[src/rtl/apb_slave_pkg.sv]
// apb_slave_pkg: shared state encoding, wait-state limit and address-slicing helpers for the APB register bank
package apb_slave_pkg;
  typedef enum logic {IDLE, ACCESS} state_e;
  localparam int MAX_WAIT = 15;
  function automatic int lsb_w(input int dw);
    return $clog2(dw / 8);
  endfunction
  function automatic int idx_w(input int depth);
    return $clog2(depth);
  endfunction
endpackage

[src/rtl/apb_slave_decode.sv]
// apb_slave_decode: combinational word index and error decode of an APB byte address
//   paddr_i  byte address
//   idx_o    word index into the register bank
//   err_o    misaligned or out-of-range address
module apb_slave_decode
  import apb_slave_pkg::*;
#(
  parameter int ADDR_WIDTH = 32,
  parameter int DATA_WIDTH = 32,
  parameter int DEPTH      = 16
) (
  input  logic [ADDR_WIDTH-1:0]     paddr_i,
  output logic [idx_w(DEPTH)-1:0]   idx_o,
  output logic                      err_o
);
  localparam int LSB = lsb_w(DATA_WIDTH);
  localparam logic [63:0] LIMIT = 64'(DEPTH * (DATA_WIDTH / 8));
  always_comb begin
    idx_o = paddr_i[LSB +: idx_w(DEPTH)];
    err_o = |(paddr_i & ADDR_WIDTH'(DATA_WIDTH / 8 - 1)) || 64'(paddr_i) >= LIMIT;
  end
endmodule

[src/rtl/apb_slave_regbank.sv]
// apb_slave_regbank: APB slave with a flop register bank, programmable wait states and PSLVERR decode
//   pclk, rst_n (sync, active low)          clock and reset
//   psel, penable, pwrite, paddr, pwdata    APB request
//   pstrb                                   byte-lane write strobes, only with APB_SLAVE_PSTRB_EN
//   prdata, pready, pslaverr                APB response
module apb_slave_regbank
  import apb_slave_pkg::*;
#(
  parameter int ADDR_WIDTH  = 32,
  parameter int DATA_WIDTH  = 32,
  parameter int DEPTH       = 16,
  parameter int WAIT_STATES = 0
) (
  input  logic                    pclk,
  input  logic                    rst_n,
  input  logic                    psel,
  input  logic                    penable,
  input  logic                    pwrite,
  input  logic [ADDR_WIDTH-1:0]   paddr,
  input  logic [DATA_WIDTH-1:0]   pwdata,
`ifdef APB_SLAVE_PSTRB_EN
  input  logic [DATA_WIDTH/8-1:0] pstrb,
`endif
  output logic [DATA_WIDTH-1:0]   prdata,
  output logic                    pready,
  output logic                    pslaverr
);
  localparam int IW = idx_w(DEPTH);
  localparam int CW = $clog2(MAX_WAIT + 1);
  state_e state_q, state_d;
  logic [CW-1:0] cnt_q, cnt_d;
  logic wr_q, wr_d, err_q, err_d, dec_err, done;
  logic [IW-1:0] idx_q, idx_d, dec_idx;
  logic [DATA_WIDTH-1:0] prdata_q, prdata_d, wdata;
  logic [DATA_WIDTH-1:0] mem_q [DEPTH];
  apb_slave_decode #(
    .ADDR_WIDTH(ADDR_WIDTH),
    .DATA_WIDTH(DATA_WIDTH),
    .DEPTH(DEPTH)
  ) u_decode (
    .paddr_i(paddr),
    .idx_o(dec_idx),
    .err_o(dec_err)
  );
  always_ff @(posedge pclk) begin
    if (!rst_n) begin
      state_q  <= IDLE;
      cnt_q    <= '0;
      wr_q     <= 1'b0;
      err_q    <= 1'b0;
      idx_q    <= '0;
      prdata_q <= '0;
      mem_q    <= '{default: '0};
    end else begin
      state_q  <= state_d;
      cnt_q    <= cnt_d;
      wr_q     <= wr_d;
      err_q    <= err_d;
      idx_q    <= idx_d;
      prdata_q <= prdata_d;
      if (done && wr_q && !err_q) mem_q[idx_q] <= wdata;
    end
  end
  // read data is captured at setup so it is stable for the whole access phase
  always_comb begin
    state_d  = state_q;
    cnt_d    = cnt_q;
    wr_d     = wr_q;
    err_d    = err_q;
    idx_d    = idx_q;
    prdata_d = prdata_q;
    if (state_q == IDLE) begin
      if (psel && !penable) begin
        state_d = ACCESS;
        cnt_d   = CW'(WAIT_STATES);
        wr_d    = pwrite;
        err_d   = dec_err;
        idx_d   = dec_idx;
        if (!pwrite) prdata_d = dec_err ? '0 : mem_q[dec_idx];
      end
    end else if (!psel) state_d = IDLE;
    else if (penable && cnt_q != '0) cnt_d = cnt_q - CW'(1);
    else if (penable) state_d = IDLE;
  end
  always_comb begin
    done     = state_q == ACCESS && psel && penable && cnt_q == '0;
    pready   = done;
    pslaverr = done && err_q;
    prdata   = prdata_q;
  end
`ifdef APB_SLAVE_PSTRB_EN
  always_comb begin
    wdata = mem_q[idx_q];
    for (int b = 0; b < DATA_WIDTH / 8; b++) if (pstrb[b]) wdata[8*b +: 8] = pwdata[8*b +: 8];
  end
`else
  always_comb wdata = pwdata;
`endif
endmodule
[config.mk]
export PLATFORM = sky130hd
export DESIGN_NAME = apb_slave_regbank
export DESIGN_NICKNAME = d
export VERILOG_FILES = /design/src/rtl/apb_slave_pkg.sv /design/src/rtl/apb_slave_decode.sv /design/src/rtl/apb_slave_regbank.sv
export SDC_FILE = /design/constraint.sdc
export NUM_CORES = 1
export LEC_CHECK = 0
export CORE_ASPECT_RATIO = 1.4
export CORE_MARGIN = 5
export CORE_UTILIZATION = 45
export DETAILED_ROUTE_END_ITERATION = 6
export PLACE_DENSITY_LB_ADDON = 0.08
export SYNTH_ARGS = -nofsm -noshare
export SYNTH_HDL_FRONTEND = slang
export SYNTH_SLANG_ARGS = --single-unit
[constraint.sdc]
create_clock -name pclk -period 1.94 [get_ports pclk]
set_input_delay 0.388 -clock pclk [delete_from_list [all_inputs] [get_ports pclk]]
set_output_delay 0.388 -clock pclk [all_outputs]
set_load 0.05 [all_outputs]
==> Word level (Yosys, flattened, before mapping) <==
Cells that the tools add are included.
{ "word_totals": {"register_bits": 555, "inputBits": 69, "output_inout_bits": 34, "elab_cells": 68} }
{ "op_classes": {"eq_ne": 2, "n_bitwise": 4, "mux": 16, "n_lt_le_gt_ge": 4, "addsub": 1, "reduce_logical": 19} }
{ "ops": {"columns": ["op", "n"], "rows": [
  ["bitwise mux 512 bit", 1],
  ["binary-select mux 32 bit (select 4 bit)", 1],
  ["demux 32 bit (select 4 bit)", 1],
  ["2-to-1 mux 32 bit", 4],
  ["greater-or-equal comparator 32 x 7 -> 1 bit, second input constant", 1],
  ["2-to-1 mux 4 bit", 4],
  ["greater-or-equal comparator 5 bit, second input constant", 2],
  ["NOT 4 -> 5 bit", 2],
  ["logical AND 1 bit", 9],
  ["AND reduction 3 bit", 2],
  ["< comparator 5 x 1 -> 1 bit, second input constant", 1],
  ["2-to-1 mux 1 bit", 5],
  ["zero test 4 bit", 1],
  ["nonzero test 4 bit", 1],
  ["subtractor 4 x 1 -> 4 bit, second input constant", 1],
  ["zero test 1 bit", 2],
  ["!= test 2 x 1 -> 1 bit, second input constant", 1],
  ["!= test 2 bit, second input constant", 1],
  ["NOT 1 bit", 2],
  ["AND reduction 2 bit", 1],
  ["nonzero test 2 bit", 1],
  ["OR reduction 2 bit", 1],
  ["logical OR 1 bit", 1]
]} }

==> Longest topological paths before layout <==
{ "logic_depth": {"word_depth": 6, "ltp_mapped": 9, "depth_no_buf": 6} }

==> Cells and area by module <==
Synthesis repeated with hierarchy kept, for this count alone.
{ "hier_totals": {"hier_cells": 2147, "hier_area_um2": 25061.5} }
{ "modules_own_cells": {"columns": ["mod", "cells_each", "area_per_inst_um2", "instances", "seq_area_each_um2"], "rows": [
  ["apb_slave_regbank", 2134, 24972.7, 1, 11110.7],
  ["apb_slave_decode", 13, 88.8, 1, 0.0]
]} }

==> Least setup slack after synthesis <==
OpenSTA, ideal clock, no wires.
{ "synth_timing": {"path_type": "reg2out", "startpoint": "reg cnt_q[0]", "endpoint": "out pready", "arrival_ns": 1.927, "path_stages_with_launch": 7, "path_buffers": 2, "slack_ns": -0.375, "t_required_ns": 1.552, "path_cell_list": "dfxtp_1 > inv_1 > ha_1 > or3b_1 > buf_2 > buf_4 > nor2_1"} }
{ "synth_between": {"elab_chain_len": 2} }
{ "synth_rtl": {"columns": ["item", "line", "rtl"], "rows": [
  ["start: declaration", "apb_slave_regbank.sv:31", "logic [CW-1:0] cnt_q, cnt_d;"],
  ["start signal: assignment", "apb_slave_regbank.sv:56", "cnt_q <= cnt_d;"],
  ["zero test 4 bit", "apb_slave_regbank.sv:86", "done = state_q == ACCESS && psel && penable && cnt_q == '0;"],
  ["logical AND 1 bit", "apb_slave_regbank.sv:86", null],
  ["end: declaration", "apb_slave_regbank.sv:25", "output logic pready,"]
]} }
No other way between the ends.

==> Final worst setup path <==
{ "layout_timing": {"startpoint": "reg cnt_q[0]", "endpoint": "reg mem_q[445] in the netlist's numbering"} }
{ "layout_between": {"elab_chain_len": 4} }
{ "layout_rtl": {"columns": ["item", "line", "rtl"], "rows": [
  ["zero test 4 bit", "apb_slave_regbank.sv:86", null],
  ["logical AND 1 bit", "apb_slave_regbank.sv:86", null],
  ["logical AND 1 bit (2 in a row)", "apb_slave_regbank.sv:61", "if (done && wr_q && !err_q) mem_q[idx_q] <= wdata;"],
  ["end signal: indexed assignment", "apb_slave_regbank.sv:61", null],
  ["end: declaration", "apb_slave_regbank.sv:35", "logic [DATA_WIDTH-1:0] mem_q [DEPTH];"]
]} }
No other way between the ends.
A chain may end at the register's enable or synchronous reset.

==> run_results.csv <==
group,metric,value,unit
status,status,"complete, but fails checks",
status,violations,"negative setup slack",
drt,vias,22546,
yosys,yosysTopAreaCellShare,44.0,%
drt,firstDrtPassIters,5,
hold_path,hold_class,"in -> reg",
timing,finalCritPeriodShare,126,%
critical_path,startpoint_type,"register",
floorplanning,start_util,45.5,%
global_route,antenna_found_initial,2,
clock_tree,h-tree-depth,2,
drt,wirelength,99500,µm
drt,drtAntennaViolNets,0,
timing,setup_slack,-0.498,ns
clock_tree,cts_hold_buf,0,
timing,period_needed,2.44,ns
final_layout,final_common_cell,"nand2_1",
yosys,synth.avg_cell_area,8.82,µm²
timing,drv_slew,0,
global_route,grt_pass1_wl,134000,µm
yosys,ys_ff_latch,555,
clock_tree,max-clock-path-buffers,3,
yosys,synth.area.top_cells,"dfxtp_1 44%, nand2_1 13%, mux2i_1 9.1%, a21boi_1 7.1%, a21boi_0 6.2%",
floorplanning,die_h,290,µm
yosys,syn_area,0.0253,mm²
clock_tree,clock_latency,0.62,ns
floorplanning,num_rows,102,
timing,maxSlewHeadroom,21.3,%
timing,tns,-125.26,ns
timing,rsz0062_at_grt,"yes",
final_layout,final_cell_mix,"657 x nand2_1, 553 x dfxtp_1, 255 x a21boi_1",
critical_path,crit_arrival,2.98,ns
yosys,synthFlopType,"dfxtp_1",
yosys,yosysSeqAreaShare,44.0,%
timing,fin_skew,0.0218,ns
yosys,synth_cell_types,49,
critical_path,cp.required,2.48,ns
job,maxCapViolCount,0,
clock_tree,cts_root_buf,"clkbuf_16",
drt,drt-initial-drc-count,1586,
yosys,synthCells,2866,
timing,final_hold_viol_count,0,
timing,tightestPinTransition,1.18,ns
global_route,grt_max_degree,146,
global_route,grt_overflow,0,
clock_tree,cts_sinks,555,
final_layout,drive_gt1_share,29.8,%
power,max-vdd-ir-drop,673,µV
yosys,synth_warnings,0,
clock_tree,tritoncts,"built",
yosys,synth_top_area_cell,"dfxtp_1",
drt,vias_per_cell,5.86,
global_route,grt_usage,28.3,%
timing,setup_violations,389,
timing,fmax,0.410,GHz
global_route,grt_pass1_vias,21571,
final_layout,fin_util,61.7,%
yosys,syn_nets,2936,
critical_path,crit_fanout,8,
yosys,async_flop_share,0,%
yosys,synth-edff-count,0,
power,power_density,723,mW/mm²
clock_tree,cts_buffers,56,
floorplanning,die_x,210,µm
drt,drc,0,
final_layout,finalNetCount,3139,
floorplanning,dieArea,0.0611,mm²
drt,routedWlPerCell,25.9,µm
critical_path,critPathCaptureType,"register",
placement,gp_congestion,0.792,
floorplanning,coreArea,0.0555,mm²
final_layout,final_cells,3846,
critical_path,crit_type,"reg -> reg",
placement,dpl.hpwl,50000,µm
clock_tree,clk_pin_slew_worst_paths,0.06,ns
final_layout,syn_to_final_growth,35.4,%
placement,place_inst,3654,
floorplanning,num_io_pins,103,
placement,io_buffers,102,
power,p_leak,13.9,nW
[routing by layer]
metal | global-route usage, % | routed length [µm] | vias up | part of all wire, %
li1 | - | - | 10279 | -
met1 | 34.4 | 37900 | 11156 | 38
met3 | 4.49 | 7180 | 290 | 7.2
met4 | 10.9 | 6390 | 0 | 6.4
met5 | 0 | 0 | - | 0
met2 | 50.0 | 48000 | 821 | 48
[what timing repair did]
action	CTS	global route
buffers inserted	27	32
setup endpoints to repair	386	525
pin swaps	23	379
resized for setup	122	667
gates cloned	21	23
endpoints found under the hold margin	0	0
[stage by stage]
stage / hold slack [ns] / setup slack, ns / cell area, µm² / total power [mW]
floorplan: 0.432 / -0.0342 / 25400 / 12.5
global placement: 0.436 / -0.477 / 28600 / 13.4
detailed placement: 0.443 / -0.556 / 28600 / 13.4
CTS: 0.227 / -0.480 / 31500 / 24.7
global route: 0.263 / -0.541 / 34200 / 25.4
finish: 0.247 / -0.498 / 34200 / 24.8
[layout make-up]
| cell class | instances | area (µm²) |
|---|---|---|
| fill | 4707 | 21300 |
| multi-input combinational | 2039 | 15100 |
| sequential | 555 | 11100 |
| timing repair buffer | 413 | 5180 |
| clock buffer | 85 | 1650 |
| tap | 728 | 911 |
| clock inverter | 21 | 269 |
| inverter | 4 | 15.0 |
| antenna | 1 | 2.50 |
[cell usage after synthesis (5+ instances only)]
cell,instances
nand2_1,873
dfxtp_1,555
a21boi_1,239
mux2i_1,229
a21boi_0,209
clkbuf_1,186
nor2b_1,102
mux2_2,88
buf_2,73
a22oi_1,54
a221o_1,51
o31ai_1,27
a221oi_1,25
a21oi_1,17
nand4_1,16
nor2_1,11
a22o_1,10
nor4_1,8
nor4_2,7
a211o_1,5
a32o_1,5
and3b_1,5
buf_4,5
nor4_4,5
o211ai_1,5
o21ai_0,5
[path summary, 6_finish.rpt]
path | depth (start not counted) | startpoint | slack [ns] | to
max | 13 | cnt_q[0]$_SDFFE_PN0P_ | -0.50 | mem_q[445]$_SDFFE_PN0P_
min | 3 | rst_n | 0.25 | wr_q$_SDFFE_PN0P_
max reg2reg | 13 | cnt_q[0]$_SDFFE_PN0P_ | -0.50 | mem_q[445]$_SDFFE_PN0P_
min reg2reg | 2 | mem_q[404]$_SDFFE_PN0P_ | 0.45 | mem_q[404]$_SDFFE_PN0P_
[flip-flops by register name (all words and copies together), names as in the netlist]
name     count
cnt_q        4
err_q        1
idx_q        4
wr_q         1
state_q      1
mem_q      512
prdata      32
[kinds of logic after synthesis]
| family | Yosys count | synth area share (%) |
|---|---|---|
| AOI/OAI and AO/OA | 655 | 20.0 |
| xor gates and xnor gates | 2 | 0.0693 |
| adders and majority gates | 1 | 0.0495 |
| buffers and inverters | 272 | 4.48 |
| DFF | 555 | 44.0 |
| muxes | 320 | 13.3 |
| and+or+nand+nor | 1061 | 18.2 |
[critical path, stage by stage (launching register included)]
cell and delay, ns:
dfxtp_2 0.32, inv_2 0.06, ha_4 0.12, or3b_4 0.39, buf_12 0.14, buf_8 0.12
buf_16 0.13, buf_8 0.12, nor4_4 0.22, buf_6 0.19, buf_6 0.12, buf_12 0.16
nand2_1 0.07, a21boi_1 0.17
[report_power, final]
| group | total (mW) | switching [mW] | internal [mW] |
|---|---|---|---|
| Sequential | 11.4 | 0.00625 | 11.4 |
| Combinational | 1.87 | 1.06 | 0.809 |
| Clock | 11.5 | 4.81 | 6.67 |
| Total | 24.8 | 5.88 | 18.9 |
Note: power is estimated with default switching activity, not from simulation.
